===== src/rtl/gpio_if.sv =====
// CPU bus port of the GPIO block: command channel from the SoC, read response back.
interface gpio_if;
  localparam int unsigned AddrW = 12;
  localparam int unsigned DataW = 32;

  logic             mem_cmd_sel;
  logic             mem_cmd_valid;
  logic             mem_cmd_wr;
  logic [AddrW-1:0] mem_cmd_addr;
  logic [DataW-1:0] mem_cmd_wdata;
  logic             mem_rsp_ready;
  logic [DataW-1:0] mem_rsp_rdata;

  modport master (
    output mem_cmd_sel,
    output mem_cmd_valid,
    output mem_cmd_wr,
    output mem_cmd_addr,
    output mem_cmd_wdata,
    input  mem_rsp_ready,
    input  mem_rsp_rdata
  );

  modport slave (
    input  mem_cmd_sel,
    input  mem_cmd_valid,
    input  mem_cmd_wr,
    input  mem_cmd_addr,
    input  mem_cmd_wdata,
    output mem_rsp_ready,
    output mem_rsp_rdata
  );
endinterface


===== src/rtl/gpio.sv =====
// Memory-mapped GPIO: output-enable/data registers with set/clear/toggle aliases,
// 2-flop input synchroniser, single-cycle-latency read response, never stalls.
module gpio #(
  parameter int unsigned NR_GPIOS = 8
) (
  input  logic                clk,
  input  logic                reset_,
  gpio_if.slave               bus,
  output logic [NR_GPIOS-1:0] gpio_oe,
  output logic [NR_GPIOS-1:0] gpio_do,
  input  logic [NR_GPIOS-1:0] gpio_di
);

  localparam int unsigned GpioW  = NR_GPIOS;
  localparam int unsigned DataW  = 32;
  localparam int unsigned RegIdxW = 10;

  localparam logic [RegIdxW-1:0] IdxOe    = RegIdxW'(0);
  localparam logic [RegIdxW-1:0] IdxDo    = RegIdxW'(1);
  localparam logic [RegIdxW-1:0] IdxDi    = RegIdxW'(2);
  localparam logic [RegIdxW-1:0] IdxDoSet = RegIdxW'(3);
  localparam logic [RegIdxW-1:0] IdxDoClr = RegIdxW'(4);
  localparam logic [RegIdxW-1:0] IdxDoTgl = RegIdxW'(5);

  logic [GpioW-1:0]   oe_q, oe_d;
  logic [GpioW-1:0]   do_q, do_d;
  logic [GpioW-1:0]   di_meta_q;
  logic [GpioW-1:0]   di_q;
  logic               rsp_ready_q, rsp_ready_d;
  logic [DataW-1:0]   rdata_q, rdata_d;

  logic               cmd_acc_c;
  logic               wr_acc_c;
  logic               rd_acc_c;
  logic [RegIdxW-1:0] reg_idx_c;
  logic [GpioW-1:0]   wbits_c;
  logic               unused_addr_lsb_c;

  // Command decode; the byte lane bits of the address carry no meaning.
  assign cmd_acc_c         = bus.mem_cmd_valid && bus.mem_cmd_sel;
  assign wr_acc_c          = cmd_acc_c && bus.mem_cmd_wr;
  assign rd_acc_c          = cmd_acc_c && !bus.mem_cmd_wr;
  assign reg_idx_c         = bus.mem_cmd_addr[11:2];
  assign wbits_c           = GpioW'(bus.mem_cmd_wdata);
  assign unused_addr_lsb_c = ^bus.mem_cmd_addr[1:0];

  // Register writes and read-response generation.
  always_comb begin
    oe_d        = oe_q;
    do_d        = do_q;
    rsp_ready_d = 1'b0;
    rdata_d     = '0;

    if (wr_acc_c) begin
      unique case (reg_idx_c)
        IdxOe:    oe_d = wbits_c;
        IdxDo:    do_d = wbits_c;
        IdxDoSet: do_d = do_q | wbits_c;
        IdxDoClr: do_d = do_q & ~wbits_c;
        IdxDoTgl: do_d = do_q ^ wbits_c;
        default:  ;
      endcase
    end

    if (rd_acc_c) begin
      rsp_ready_d = 1'b1;
      unique case (reg_idx_c)
        IdxOe:   rdata_d = DataW'(oe_q);
        IdxDo:   rdata_d = DataW'(do_q);
        IdxDi:   rdata_d = DataW'(di_q);
        default: rdata_d = '0;
      endcase
    end
  end

  always_ff @(posedge clk or negedge reset_) begin
    if (!reset_) begin
      oe_q        <= '0;
      do_q        <= '0;
      di_meta_q   <= '0;
      di_q        <= '0;
      rsp_ready_q <= 1'b0;
      rdata_q     <= '0;
    end else begin
      oe_q        <= oe_d;
      do_q        <= do_d;
      di_meta_q   <= gpio_di;
      di_q        <= di_meta_q;
      rsp_ready_q <= rsp_ready_d;
      rdata_q     <= rdata_d;
    end
  end

  assign gpio_oe           = oe_q;
  assign gpio_do           = do_q;
  assign bus.mem_rsp_ready = rsp_ready_q;
  assign bus.mem_rsp_rdata = rdata_q;

endmodule


===== src/flat_wrapper.sv =====
// flat-port wrapper written by rule: the top's interface ports become plain ports
module gpio_flat 
#(
  parameter int unsigned NR_GPIOS = 8
)
  (clk, reset_, gpio_oe, gpio_do, gpio_di, bus_mem_cmd_sel, bus_mem_cmd_valid, bus_mem_cmd_wr, bus_mem_cmd_addr, bus_mem_cmd_wdata, bus_mem_rsp_ready, bus_mem_rsp_rdata);
  gpio_if bus_i ();
  input  logic clk;
  input  logic reset_;
  output logic [NR_GPIOS-1:0] gpio_oe;
  output logic [NR_GPIOS-1:0] gpio_do;
  input  logic [NR_GPIOS-1:0] gpio_di;
  input wire logic [$bits(bus_i.mem_cmd_sel)-1:0] bus_mem_cmd_sel;
  input wire logic [$bits(bus_i.mem_cmd_valid)-1:0] bus_mem_cmd_valid;
  input wire logic [$bits(bus_i.mem_cmd_wr)-1:0] bus_mem_cmd_wr;
  input wire logic [$bits(bus_i.mem_cmd_addr)-1:0] bus_mem_cmd_addr;
  input wire logic [$bits(bus_i.mem_cmd_wdata)-1:0] bus_mem_cmd_wdata;
  output wire logic [$bits(bus_i.mem_rsp_ready)-1:0] bus_mem_rsp_ready;
  output wire logic [$bits(bus_i.mem_rsp_rdata)-1:0] bus_mem_rsp_rdata;
  assign bus_i.mem_cmd_sel = bus_mem_cmd_sel;
  assign bus_i.mem_cmd_valid = bus_mem_cmd_valid;
  assign bus_i.mem_cmd_wr = bus_mem_cmd_wr;
  assign bus_i.mem_cmd_addr = bus_mem_cmd_addr;
  assign bus_i.mem_cmd_wdata = bus_mem_cmd_wdata;
  assign bus_mem_rsp_ready = bus_i.mem_rsp_ready;
  assign bus_mem_rsp_rdata = bus_i.mem_rsp_rdata;
  gpio #(.NR_GPIOS(NR_GPIOS)) u_core (.clk(clk), .reset_(reset_), .bus(bus_i), .gpio_oe(gpio_oe), .gpio_do(gpio_do), .gpio_di(gpio_di));
endmodule

===== config.mk =====
export PLATFORM = sky130hd
export DESIGN_NAME = gpio_flat
export DESIGN_NICKNAME = d
export VERILOG_FILES = /design/src/rtl/gpio_if.sv /design/src/rtl/gpio.sv /design/src/flat_wrapper.sv
export SDC_FILE = /design/constraint.sdc
export NUM_CORES = 1
export LEC_CHECK = 0
export ABC_AREA = 0
export ABC_CLOCK_PERIOD_IN_PS = 1430
export CORE_MARGIN = 4
export CORE_UTILIZATION = 50
export DETAILED_ROUTE_END_ITERATION = 6
export DONT_BUFFER_PORTS = 1
export PLACE_DENSITY = 0.72
export SETUP_SLACK_MARGIN = 0.1
export SYNTH_ARGS = -nofsm -noshare
export SYNTH_HDL_FRONTEND = slang
export SYNTH_SLANG_ARGS = --single-unit

===== constraint.sdc =====
create_clock -name clk -period 1.43 [get_ports clk]
set_input_delay 0.3575 -clock clk [delete_from_list [all_inputs] [get_ports clk]]
set_output_delay 0.3575 -clock clk [all_outputs]
set_load 0.005 [all_outputs]

==> results_dict.tcl <==
set metrics [dict create \
    outcome "finished with violations" \
    failed_checks "negative hold slack, negative setup slack" \
    start_util_pct 53.26 \
    dr.pass1.iters 5 \
    hold_viol 41 \
    dp.final_hpwl_um 3081 \
    whs_ns -0.2603 \
    cp_top_family "flip-flops" \
    synth.largest_area_cell "dfrtp_1" \
    cts_root_buf "clkbuf_8" \
    worst_pin_slew_ns 0.6890 \
    finalWorstSetupSlack_ns -0.01873 \
    vias 1434 \
    worst_path_max_delay_cell "dfrtp_1" \
    synth.cell_area_sq_um 2207 \
    clockBufferDepth 2 \
    clk_pin_slew_ns 0.08 \
    worstPathArrival_ns 1.64 \
    endpoint_kind "flop" \
    ios 106 \
    final_util_pct 62.89 \
    syn_avg_cell_area_sq_um 10.98 \
    fin_crit_sh_pct 101.3 \
    synth-seq-cells 41 \
    design.core.area_sq_um 4144 \
    postRouteAntennaNets 0 \
    cts.sinks 41 \
    cp.buffers_inverters 1 \
    regArea_sq_um 1027 \
    timing.fmax_mhz 690.3 \
    dieArea_sq_um 5541 \
    relSlewSlack_pct 53.90 \
    routed_via_density 5.121 \
    cts_tree "built" \
    ys_top_cells_by_area "dfrtp_1 46%, ha_1 9.1%, buf_4 8.2%" \
    synth_cell_type_count 27 \
    gp_congestion 0.7412 \
    n_antenna_cell 0 \
    hp-class "in2async" \
    setup_viol 2 \
    final_common_cell "dfrtp_1" \
    worstSetupPathType "reg2reg" \
    powerDensity_nw_per_um2 948.2 \
    nets 302 \
    rsz0062_at_grt "true" \
    drive_gt1_share_pct 26.52 \
    clkLatencyLatePin_ns 0.30 \
    multi_input_area_sq_um 1033 \
    grtUsageTotal_pct 16.79 \
    critPathLaunchType "flop" \
    die_y_um 74.44 \
    final_cell_mix "40 x dfrtp_1, 24 x conb_1, 23 x inv_1, 17 x nor2_1, 16 x buf_4" \
    cp_cell_sequence "inv_1 > ha_1 > mux2_2 > a222oi_1 > o21ai_1" \
    yosys_warnings 0 \
    layout_min_cycle_time_ns 1.449 \
    antenna_found_initial 0 \
    vdd_drop_max_mv 0.7813 \
    setup-tns-final_ns -0.02290 \
    fillers 342 \
    port-buffer-count 0 \
    wl_per_cell_um 15.94 \
    drc 0 \
    grt_remaining_overflow 0 \
    synth_top_area_share_pct 46.49 \
    cts_buffers 5 \
    p_leak_nw 1.295 \
    critPathMaxFanout 4 \
    fin_worst_skew_ns 0.003927 \
    max_cap_viol_count 0 \
    syn_inst 201 \
    area_growth_pct 18.08 \
    drv_slew 0 \
    h-tree-depth 2 \
    power_w 0.002471 \
    num_rows 23 \
    worstPathRequired_ns 1.62 \
    ys_seq_area_share_pct 46.49 \
    grt_max_degree 42 \
    drt-initial-drc-count 73 \
    critPathMaxStageDelay_ns 0.39 \
    die_w_um 74.44 \
    first_global_vias 1510 \
    grt_pass1_wl_um 6996 \
    wl_um 4464 \
]
## flip-flops by register name, indices dropped and copies added, names as in the netlist
name / cells
u_core.di_q: 8
u_core.gpio_do: 8
u_core.bus.mem_rsp_rdata: 8
u_core.bus.mem_rsp_ready: 1
u_core.di_meta_q: 8
u_core.gpio_oe: 8
## cell type report
type	instances	area share, %
multi-input cells	129	39.65
flip-flops and latches	41	39.41
well taps	50	2.400
inverters	24	3.457
clock buffers	5	2.640
repair buffers	28	9.794
clock inverters	3	2.640
## metal layers
metal | up-vias | track usage (%) | wire length, um
met2 | 50 | 27.51 | 2275
li1 | 684 | - | -
met3 | 8 | 4.730 | 395
met5 | - | 0 | 0
met4 | 0 | 6.719 | 68
met1 | 692 | 20.97 | 1725
## through the flow
| stage | hold WS (ns) | instances | instance area (sq um) | worst slack [ns] |
|---|---|---|---|---|
| 2_1_floorplan | 0.06191 | 224 | 2302 | -0.2191 |
| 3_3_place_gp | 0.06285 | 263 | 2282 | -0.2288 |
| 3_5_place_dp | 0.06291 | 263 | 2282 | -0.2479 |
| 4_1_cts | -0.2698 | 276 | 2504 | -0.03360 |
| 5_1_grt | -0.2727 | 280 | 2606 | -0.1318 |
| 6_report | -0.2603 | 280 | 2606 | -0.01873 |
## Yosys cell counts (all sizes together)
library cell and n:
a21oi 8, a221oi 1, a222oi 7, and2 1, and3b 1, and4 1
buf 26, clkbuf 4, conb 1, dfrtp 41, ha 16, inv 24
mux2 15, mux2i 9, nand2 8, nand3 2, nor2 17, nor2b 5
nor4 3, nor4b 2, o2111ai 1, o21ai 8
## final timing paths
| path | depth (start not counted) | endpoint | from | slack, ns |
|---|---|---|---|---|
| max | 5 | u_core.gpio_do[4]$_DFFE_PN0P_ | u_core.gpio_do[4]$_DFFE_PN0P_ | -0.02 |
| min reg2reg | 0 | u_core.di_q[5]$_DFF_PN0_ | u_core.di_meta_q[5]$_DFF_PN0_ | 0.35 |
| max in group asynchronous | 0 | u_core.gpio_do[5]$_DFFE_PN0P_ | reset_ | 1.60 |
| min | 0 | u_core.gpio_oe[1]$_DFFE_PN0P_ | reset_ | -0.26 |
| min in group clk | 0 | u_core.di_meta_q[2]$_DFF_PN0_ | gpio_di[2] | 0.08 |
| max reg2reg | 5 | u_core.gpio_do[4]$_DFFE_PN0P_ | u_core.gpio_do[4]$_DFFE_PN0P_ | -0.02 |
## cell families after synthesis
family	after synthesis	share of synthesized area, %
AOI/OAI and AO/OA	25	7.597
DFF	41	46.49
other	1	0.1699
buffers and inverters	54	13.89
and+or+nand+nor	40	11.05
muxes	24	11.73
adders and majority gates	16	9.070
## where the power goes
part	internal, W	switching (W)
Clock	0.000703	0.000426
Sequential	0.00119	0.00000907
Combinational	0.0000780	0.0000699
## timing repair
item                                    CTS  global route
resized for setup                        18            21
pin swaps                                 1             4
setup buffers                             5             5
endpoints found under the setup margin   16            21
endpoints found under the hold margin    41            41
No activity file was read; power rests on OpenSTA's default activity.
